`config.mk`:
```
export PLATFORM = sky130hd
export DESIGN_NAME = demux_striping_n
export DESIGN_NICKNAME = d
export VERILOG_FILES = /design/src/rtl/demux_striping_n.sv
export SDC_FILE = /design/constraint.sdc
export NUM_CORES = 1
export LEC_CHECK = 0
export ABC_CLOCK_PERIOD_IN_PS = 5080
export CORE_ASPECT_RATIO = 0.9
export CORE_MARGIN = 4
export CORE_UTILIZATION = 46
export DETAILED_ROUTE_END_ITERATION = 8
export PLACE_DENSITY = 0.78
export SETUP_SLACK_MARGIN = 0.02
export SLEW_MARGIN = 20
export SYNTH_ARGS = -nofsm -noshare
export SYNTH_HDL_FRONTEND = slang
export SYNTH_SLANG_ARGS = --single-unit
```
`constraint.sdc`:
```
create_clock -name clk_f -period 5.08 [get_ports clk_f]
set_input_delay 0.508 -clock clk_f [delete_from_list [all_inputs] [get_ports clk_f]]
set_output_delay 0.508 -clock clk_f [all_outputs]
set_load 0.01 [all_outputs]
```
`src/rtl/demux_striping_n.sv`:
```
// demux_striping_n
//
// Spreads a single stream of DATA_W-bit words over LANES output lanes.
// Each lane has a one-entry registered output stage with a valid/ready
// handshake, so the source is backpressured on a per-lane basis.
//
// The target lane comes from one of two places:
//   - round-robin (mode_rr = 1): an internal pointer that advances only when
//     a word is accepted;
//   - explicit select (mode_rr = 0): the selector port.
//
// Ports
//   clk_f      in   rising-edge clock
//   reset      in   asynchronous, active-high reset
//   mode_rr    in   1 = round-robin striping, 0 = lane chosen by selector
//   selector   in   target lane when mode_rr = 0
//   data_in    in   input word
//   valid_in   in   data_in is valid
//   ready_out  out  word can be accepted this cycle (combinational, no
//                   dependency on valid_in)
//   data_out   out  lane i is bits [i*DATA_W +: DATA_W]
//   valid_out  out  lane i holds a word
//   ready_in   in   downstream of lane i accepts this cycle
//   lane_ptr   out  current round-robin pointer
//   err_sel    out  sticky: an out-of-range selector was presented with valid
//
// SEL_W must equal clog2(LANES), with a minimum of 1. LANES ranges from 2 to 8.
module demux_striping_n #(
   parameter int DATA_W = 32,
   parameter int LANES  = 4,
   parameter int SEL_W  = 2
) (
   input  logic                    clk_f,
   input  logic                    reset,
   input  logic                    mode_rr,
   input  logic [SEL_W-1:0]        selector,
   input  logic [DATA_W-1:0]       data_in,
   input  logic                    valid_in,
   output logic                    ready_out,
   output logic [LANES*DATA_W-1:0] data_out,
   output logic [LANES-1:0]        valid_out,
   input  logic [LANES-1:0]        ready_in,
   output logic [SEL_W-1:0]        lane_ptr,
   output logic                    err_sel
);

   logic [SEL_W-1:0] lane_ptr_reg;
   logic [SEL_W-1:0] lane_ptr_next;
   logic [SEL_W-1:0] target;
   logic [LANES-1:0] lane_free;
   logic [LANES-1:0] lane_load;
   logic             err_sel_reg;
   logic             in_range;
   logic             target_free;
   logic             accept;

   assign target = mode_rr ? lane_ptr_reg : selector;

   // The selector can encode lane numbers that do not exist when LANES is not
   // a power of two. The round-robin pointer always stays in range.
   assign in_range = {1'b0, target} < (SEL_W+1)'(LANES);

   // Looking up the target lane's free flag through a loop avoids indexing
   // past the end of lane_free when the selector is out of range.
   always_comb begin
      target_free = 1'b0;
      for (int i = 0; i < LANES; i++) begin
         if (target == SEL_W'(i)) begin
            target_free = lane_free[i];
         end
      end
   end

   assign ready_out = !reset && in_range && target_free;
   assign accept    = valid_in && ready_out;

   // The pointer moves only on a round-robin accept. A stall therefore never
   // skips a lane, and strict lane order is preserved.
   always_comb begin
      lane_ptr_next = lane_ptr_reg;
      if (mode_rr && accept) begin
         lane_ptr_next = (lane_ptr_reg == SEL_W'(LANES - 1)) ? '0
                                                             : lane_ptr_reg + SEL_W'(1);
      end
   end

   always_ff @(posedge clk_f or posedge reset) begin
      if (reset) begin
         lane_ptr_reg <= '0;
         err_sel_reg  <= 1'b0;
      end else begin
         lane_ptr_reg <= lane_ptr_next;
         if (!mode_rr && valid_in && !in_range) begin
            err_sel_reg <= 1'b1;
         end
      end
   end

   genvar gi;
   generate
      for (gi = 0; gi < LANES; gi++) begin : g_lane
         logic [DATA_W-1:0] lane_data_reg;
         logic              lane_valid_reg;

         // A lane is free when it is empty or is being drained this cycle.
         // Because of the second case, a lane can load and drain on the same
         // edge and keep up one word per cycle.
         assign lane_free[gi] = !lane_valid_reg || ready_in[gi];
         assign lane_load[gi] = accept && (target == SEL_W'(gi));

         always_ff @(posedge clk_f or posedge reset) begin
            if (reset) begin
               lane_data_reg  <= '0;
               lane_valid_reg <= 1'b0;
            end else if (lane_load[gi]) begin
               // If the lane also drains on this edge, the load takes
               // priority and valid stays high.
               lane_data_reg  <= data_in;
               lane_valid_reg <= 1'b1;
            end else if (lane_valid_reg && ready_in[gi]) begin
               // Data bits keep their last value. They are don't-care while
               // valid is low.
               lane_valid_reg <= 1'b0;
            end
         end

         assign data_out[gi*DATA_W +: DATA_W] = lane_data_reg;
         assign valid_out[gi]                 = lane_valid_reg;
      end
   endgenerate

   assign lane_ptr = lane_ptr_reg;
   assign err_sel  = err_sel_reg;

endmodule
```
## Word-level counts from Yosys, hierarchy flattened

Index checks and enable logic that the tools add are counted.

| word-level totals | value |
|---|---|
| input bits | 42 |
| output and inout port bits | 136 |
| register bits after elaboration | 134 |
| logic and storage cells | 53 |

| operators by class | value |
|---|---|
| $add $sub $neg | 1 |
| multiplexer cells | 14 |
| equal/unequal tests | 4 |
| reductions and logical operators | 25 |

Operators with widths:

| cell | number |
|---|---|
| $mux W1 | 12 |
| $logic_and A1 B1 Y1 | 11 |
| $reduce_bool A2 Y1 | 4 |
| $eq A2 B2 Y1 const B | 3 |
| $logic_not A1 Y1 | 5 |
| $logic_or A1 B1 Y1 | 4 |
| $mux W2 | 2 |
| $add A2 B1 Y2 const B | 1 |
| $eq A2 B1 Y1 const B | 1 |
| $logic_not A2 Y1 | 1 |

## Logic depth before layout (Yosys ltp)

Gate-level depths: netlist of the first run.

| logic depth | value |
|---|---|
| depth after elaboration | 10 |
| depth in mapped cells | 7 |
| gate-level depth less buffers | 4 |

## Worst setup path after synthesis of the first run

No wires, ideal clock.

| timing path | value |
|---|---|
| path type | input to output |
| start point | input port mode_rr |
| end point | output port ready_out |
| path slack | 3054 ps |
| data arrival time | 1518 ps |
| data required time | 4572 ps |
| path buffers | 1 |
| stages on the path | 5 |
| path through | buf_6 -> and3b_2 -> a31oi_1 -> o22ai_1 -> nor4_1 |

| between the ends | value |
|---|---|
| longest elaborated chain between the ends | 7 |

RTL lines:

| element | line | source |
|---|---|---|
| start, declared | 35 | `input logic mode_rr,` |
| $mux W2 (*) | 57 | `assign target = mode_rr ? lane_ptr_reg : selector;` |
| $logic_not A2 Y1 | 68 | `if (target == SEL_W'(i)) begin` |
| $mux W1 (3 in series) | 68 |  |
| $mux W1 (*) | 68 |  |
| $logic_and A1 B1 Y1 (*) | 74 | `assign ready_out = !reset && in_range && target_free;` |
| end, declared | 39 | `output logic ready_out,` |

Every way passes the cells marked *; elsewhere a longest branch is shown, timed or not.

## Worst setup path after layout of the first run

Ends and elaborated chain as after synthesis.

==> impl_summary.md, run 1 <==
Clock tree
For the worst-skew pair, the clock arrives at the later sink with an insertion delay of 0.41 ns. The clock root buffer is clkbuf_16. The number of instances resized during post-cts repair is 0. The number of buffers added to fix hold violations after cts is 0. The number of CTS-inserted buffers is 17.

The number of H-tree levels is 4. The post-CTS clock slew at the launch and capture registers of the worst setup and hold paths is 0.05 ns. The post-CTS setup buffer count is 0. The clock net in this run drives a total of 134 sinks. TritonCTS built the clock tree. The maximum count of clock buffers along a single path is 2.

Die
Pin placement for this block handled 178 I/O pins. The area of the die is 0.0135 mm2. The floorplan core area is 0.0114 mm2. Measured along the y axis, the die boundary spans 111 um. Row generation in the floorplan step produced 37 rows.

The die extent in x is 122 um. Once the floorplan was initialized, standard cells occupied 47.0% of the core.

Place
The post-place setup slack is 1.72 ns. Once placement finished, the instance area stood at 0.00718 mm2. Input and output buffers added on the ports amount to 176.

The wire-length estimate of the detail-placed layout is 8580 um. The congestion estimate from routability-driven global placement came to 0.790. The number of placed instances with taps included is 637.

Yosys
The number of nets in the synthesized netlist is 366. The simple-gate share of the synthesized area is 3.70%. Synthesis instantiated 34 different standard cells from the library.

The synthesized netlist devotes 0.907% of its cell area to compound gates. Of the total synthesized cell area, the portion taken by full adders, half adders and majority gates is 0.233%. The synthesized instance count is 323. The synthesized netlist occupies a cell area of 0.00538 mm2.

The synthesized netlist devotes 0% of its cell area to XOR and XNOR gates. The largest family of logic cells by synthesized area is multiplexers. The total of flip-flops plus latches after synthesis is 134. The post-synthesis sequential area ratio is 62.3%.

The Yosys step of the flow raised 0 warnings. The multiplexer share of the synthesized area is 29.2%. The post-synthesis area per instance is 16.7 um2.

Final layout
The fraction of layout cells with a size suffix above 1 is 32.2%. Registers take 0.00335 mm2. After routing the design area is 0.00777 mm2. The filler cells instantiated in the layout total 819.

The register with the most flip-flops in the layout has 128 of them. The most frequent standard cell in the layout excluding fill and tap cells is clkdlybuf4s50_1. The area growth from synthesis to layout is 44.5%.

In the layout the commonest cells are clkdlybuf4s50_1 (176), dfrtp_1 (134), mux2_2 (97), mux2_4 (29), clkbuf_16 (17). The total area of multi-input combinational cells is 0.00184 mm2. For this run, the post-layout net count is 543. The number of antenna diodes in the final layout is 0. The count of placed standard cells in the final layout, fillers left out is 669. Once layout is complete, the utilization of the core stands at 68.0%.

Detailed routing
The count of nets left with antenna violations once routing finished came out at 0. After the first detailed-routing iteration, the DRC count stood at 111. Dividing the detail-routed wire length by the instance count gives 19.2 um. The aggregate routed wire length is 12,800 um.

The first detailed-routing pass ran for 7 iterations. The via density per instance is 5.02. The detailed router placed 3,360 vias in this run. The post-detailed-route DRC marker count is 0.

Min path
The class of the worst hold path is reg -> reg.

STA
The final setup TNS is 0 ns. Setup violations remaining at the end of the flow were counted as 0. For the final database, setup skew stands at 0.00819 ns.

The part of the cycle the worst path needs is 67.6%. Setup slack on the critical path of the routed design comes to 1.65 ns. The worst hold slack after final layout is 0.499 ns. The clock period could shrink to 3.43 ns. The total count of max-transition violations in the final report was 0. Derived from the worst setup path, the maximum achievable clock frequency is 291 MHz. The hold violation total from the final report was 0.

The slew at the pin with the worst max-slew slack is 1.02 ns. Setup repair after global routing left no endpoint under its margin. The normalized max-slew margin is 31.7%.

Global route
The number of global-route vias before repair came to 3,636. In the global route stage, met1 resource usage came out at 23.7%. The first-pass GRT wire length is 20,700 um. Summed over all layers, the global routing overflow is 0. In this run the most used layer during global routing was met2. The initial antenna violation count was 0.

Global routing consumed, over all layers together, 20.1% of the routing resources. Global routing consumed, on the met3 layer, 8.91% of the routing resources. Global routing consumed, on the met2 layer, 32.8% of the routing resources. Entering global routing, the biggest net connects 72 pins.

Power and ir drop
The maximum VDD drop is 0.403 mV. Net switching is 28.3% of the power. The sequential share of power is 36.2%. Combinational logic burns 40.5% of the power.

In this run the power density over the cells is 676 mW/mm2. The internal power component is 3.76 mW. The power share of the clock group is 23.4%. The total power is 5.25 mW. The reported leakage power is 3.40 nW. The switching power summed over all nets is 1.49 mW.

Critical path
At the worst endpoint, the arrival time is 2.93 ns. The data required time at the worst endpoint is 4.57 ns. The worst setup path is captured at an output pin. In this run the register-to-register setup slack is 2.75 ns. In this run the worst path has a maximum fanout of 9. The class of the most critical setup path is in -> out.

The worst setup path is launched from an input port.

Job
The number of max-cap violations is 0.

Run status
The flow ran to the end, and the final reports show no timing, DRC or antenna violations.
cells by family (layout without fill, tap and decap cells):
logic type      count (synthesis)  in the layout
compound gates                  8              8
fa+ha+maj                       1              1
mux                           130            130
flops                         134            134
buf+inv                        21            211
other cells                     1              1
simple gates                   28             28
power groups by stage:
| stage | clock [mW] | combinational [mW] | sequential, mW |
|---|---|---|---|
| 2_1_floorplan | 0 | 0.641 | 2.12 |
| 3_3_place_gp | 0 | 2.11 | 1.88 |
| 3_5_place_dp | 0 | 2.15 | 1.90 |
| 4_1_cts | 1.26 | 2.16 | 1.90 |
| 5_1_grt | 1.31 | 2.25 | 1.97 |
| 6_report | 1.23 | 2.13 | 1.90 |
worst paths after layout:
| path | startpoint | endpoint | depth (start not counted) |
|---|---|---|---|
| hold / removal | g_lane[1].lane_data_reg[27] | g_lane[1].lane_data_reg[27] | 1 |
| min in group asynchronous | reset | g_lane[3].lane_valid_reg | 2 |
| max in group asynchronous | reset | g_lane[1].lane_data_reg[13] | 3 |
| hold reg to reg | g_lane[1].lane_data_reg[27] | g_lane[1].lane_data_reg[27] | 1 |
| setup reg to reg | lane_ptr[1] | g_lane[2].lane_data_reg[22] | 4 |
| setup / recovery | mode_rr | ready_out | 6 |
layer usage:
| layer | routed length, um | vias up |
|---|---|---|
| li1 | - | 1501 |
| met2 | 6460 | 129 |
| met5 | 0 | - |
| met4 | 218 | 0 |
| met3 | 1150 | 14 |
| met1 | 5020 | 1716 |
worst max-delay path: stages:
cell and delay [ns]:
clkdlybuf4s50_1 0.64, and3b_2 0.24, a31oi_1 0.34, o22ai_1 0.18, nor4_1 0.39, clkdlybuf4s50_1 0.62
final cells by class:
type	count	area share (%)
repair buffers	178	22.9
clock inverters	8	1.58
multi-input cells	168	23.7
flip-flops and latches	134	43.2
inverters	1	0.0805
clock buffers	24	6.07
well taps	156	2.51
synth_stat cells, drive strengths merged:
cell,instances,area (um2)
or2,1,6.26
and3b,1,10.0
buf,19,178
nor3,1,5.00
conb,1,3.75
nand3,1,17.5
nand3b,2,15.0
nor2,3,11.3
ha,1,12.5
a31oi,1,6.26
or3b,2,22.5
nand4b,1,8.76
inv,1,3.75
mux2,130,1570
dfrtp,134,3350
o22ai,1,6.26
o311ai,1,8.76
a21o,1,7.51
a21oi,3,15.0
nor4,1,6.26
nand2b,3,18.8
nand4,1,21.3
nor2b,1,6.26
o21ai,1,5.00
nor4b,1,8.76
nand2,8,32.5
clkbuf,1,7.51
or2b,1,8.76
Power figures use the tool's default switching activity.
==> run 2: changes to the inputs <==
--- a/config.mk
+++ b/config.mk
@@ -5,7 +5,7 @@
 export SDC_FILE = /design/constraint.sdc
 export NUM_CORES = 1
 export LEC_CHECK = 0
-export ABC_CLOCK_PERIOD_IN_PS = 5080
+export ABC_CLOCK_PERIOD_IN_PS = 3500
 export CORE_ASPECT_RATIO = 0.9
 export CORE_MARGIN = 4
 export CORE_UTILIZATION = 46
==> constraint.sdc (replaced) <==
create_clock -name clk_f -period 3.5 [get_ports clk_f]
set_input_delay 0.35 -clock clk_f [delete_from_list [all_inputs] [get_ports clk_f]]
set_output_delay 0.35 -clock clk_f [all_outputs]
set_load 0.01 [all_outputs]
==> impl_summary.md, run 2 (synthesis results as in run 1) <==
Die
The die is 122 um wide. The die covers 0.0135 mm2. The vertical extent of the die is 111 um. The initial core utilization is 47.0%. The floorplan core area is 0.0114 mm2. 178 I/O pins were placed. The initialized floorplan defines 37 standard-cell rows.

Global route
The combined global-route utilization of all metal layers is 19.3%. Entering global routing, the biggest net connects 81 pins. The first-pass GRT wire length is 20,200 um.

The number of global-route vias before repair is 3,734. The initial antenna violation count is 0. The leftover overflow at the end of global routing is 0.

Clock tree
The number of sinks driven by the clock tree is 134. The post-CTS setup buffer count is 0. The number of buffers added to fix hold violations after cts is 0. The number of CTS-inserted buffers is 17.

The number of instances resized during post-cts repair is 0. The clock root buffer is clkbuf_16. The post-CTS clock slew at the launch and capture registers of the worst setup and hold paths is 0.06 ns. The clock tree synthesis step divided the H-tree into 4 levels. TritonCTS built the clock tree. The clock passes through at most 2 buffers.

At the later pin of the worst-skew pair, clock insertion delay measures 0.41 ns.

STA
Setup repair after global routing left no endpoint under its margin. Dividing the final minimum period by the clock period gives 84.0%. The hold violation total from the final report came to 0. Setup violations remaining at the end of the flow were counted as 0.

Final hold analysis gives a worst-case slack of 0.333 ns. After layout, the minimum clock period comes to 2.94 ns. The total count of max-transition violations in the final report is 0. The clock tree skew after final layout is 0.00569 ns. The final setup TNS is 0 ns. Derived from the worst setup path, the maximum achievable clock frequency is 340 MHz. The final worst slack is 0.561 ns.

Headroom to the max-slew limit came out at 35.2%. At the pin with the least slew margin, the transition time is 0.973 ns.

Critical path
STA classifies the critical path endpoint as an output pin. The critical path is of the in -> out type. The number of cell instances on the worst register-to-register path is 4. At the worst endpoint, the required time is 3.15 ns.

The arrival time of the worst setup path is 2.59 ns. Along the worst path, the maximum fanout reaches 9. The worst setup slack for register-to-register paths is 1.21 ns. STA classifies the critical path startpoint as an input port.

Power and ir drop
For this design the ratio of total power to cell area is 978 mW/mm2. The analysis attributes to cell leakage a power of 3.43 nW. The maximum VDD drop is 0.474 mV.

Final layout
The fraction of layout cells with a size suffix above 1 is 33.3%. The top cell types in the final layout, fill and taps aside, are clkdlybuf4s50_1 (176), dfrtp_1 (134), mux2_2 (97), mux2_4 (29), clkbuf_16 (17). From synthesis to final layout, the design area changed by 45.7%. Across the whole layout, storage elements account for 0.00335 mm2. The number of antenna diodes in the final layout is 0. The fill cell total of the finished layout is 823. After the last flow step, the layout net total stands at 544.

The most frequent standard cell in the layout excluding fill and tap cells is clkdlybuf4s50_1. The total area of multi-input combinational cells is 0.00184 mm2. The number of flip-flops in the largest register is 128.

Detailed routing
The number of detailed-route iterations in the first pass is 4. The final route contains 3,370 vias. The aggregate routed wire length is 12,400 um. The routed wirelength normalized by instance count is 18.4 um. After the first detailed-routing iteration, the DRC count stood at 219.

Using the TritonRoute via totals, the vias-per-cell ratio works out to 5.03. Once detail routing completed, the nets flagged for antenna violations numbered 0. The post-detailed-route DRC marker count is 0.

Place
The post-DP HPWL is 8450 um. The routability congestion estimate is 0.753. Before CTS, the worst setup slack after placement is 0.590 ns. The count of input and output buffers is 176.

Run status
The run finished with clean final reports.

Min path
The class of the worst hold path is in -> async.

Job
The number of max-cap violations is 0.
[run 2: cell types whose count changed in the layout (fill, tap and decap cells not counted), sizes merged]
cell and delta:
clkinvlp +3, clkbuf -3, buf +1
[run 2: report_power, final]
part,switching (mW),internal [mW]
clock network,0.643,1.20
registers,0.437,2.31
logic,1.08,2.00
[run 2: area by class of cell]
type	instances	share of cell area, %
sequential	134	42.8
multi-input combinational	168	23.5
timing repair buffer	179	23.1
clock buffer	21	6.13
tap	156	2.49
clock inverter	11	1.87
inverter	1	0.0958
[run 2: final timing paths]
kind | from | end
setup / recovery | mode_rr | ready_out
hold / removal | reset | g_lane[3].lane_valid_reg
setup reg to reg | lane_ptr[1] | g_lane[2].lane_data_reg[22]
hold reg to reg | g_lane[1].lane_data_reg[28] | g_lane[1].lane_data_reg[28]
max in group asynchronous | reset | g_lane[1].lane_data_reg[3]
min in group clk_f | g_lane[1].lane_data_reg[28] | g_lane[1].lane_data_reg[28]
[run 2: stage by stage]
stage	util (%)	instance area, um2	std cells	power [mW]
floorplan	-	5380	323	4.00
global placement	63.0	7210	638	5.77
detailed placement	63.0	7210	638	5.87
CTS	68.5	7840	670	7.76
global route	68.5	7840	670	8.09
finish	68.5	7840	670	7.67
[run 2: per-layer routing]
metal	vias to the layer above	GRT usage (%)	wire [um]
li1	1501	-	-
met1	1722	23.8	5130
met2	133	30.5	5860
met3	14	8.40	1210
met4	0	6.57	148
met5	-	0	0
[run 2: worst max-delay path, stage by stage]
cell,delay (ns)
clkdlybuf4s50_1,0.62
and3b_2,0.24
a31oi_1,0.32
o22ai_1,0.16
nor4_1,0.29
clkdlybuf4s50_1,0.60
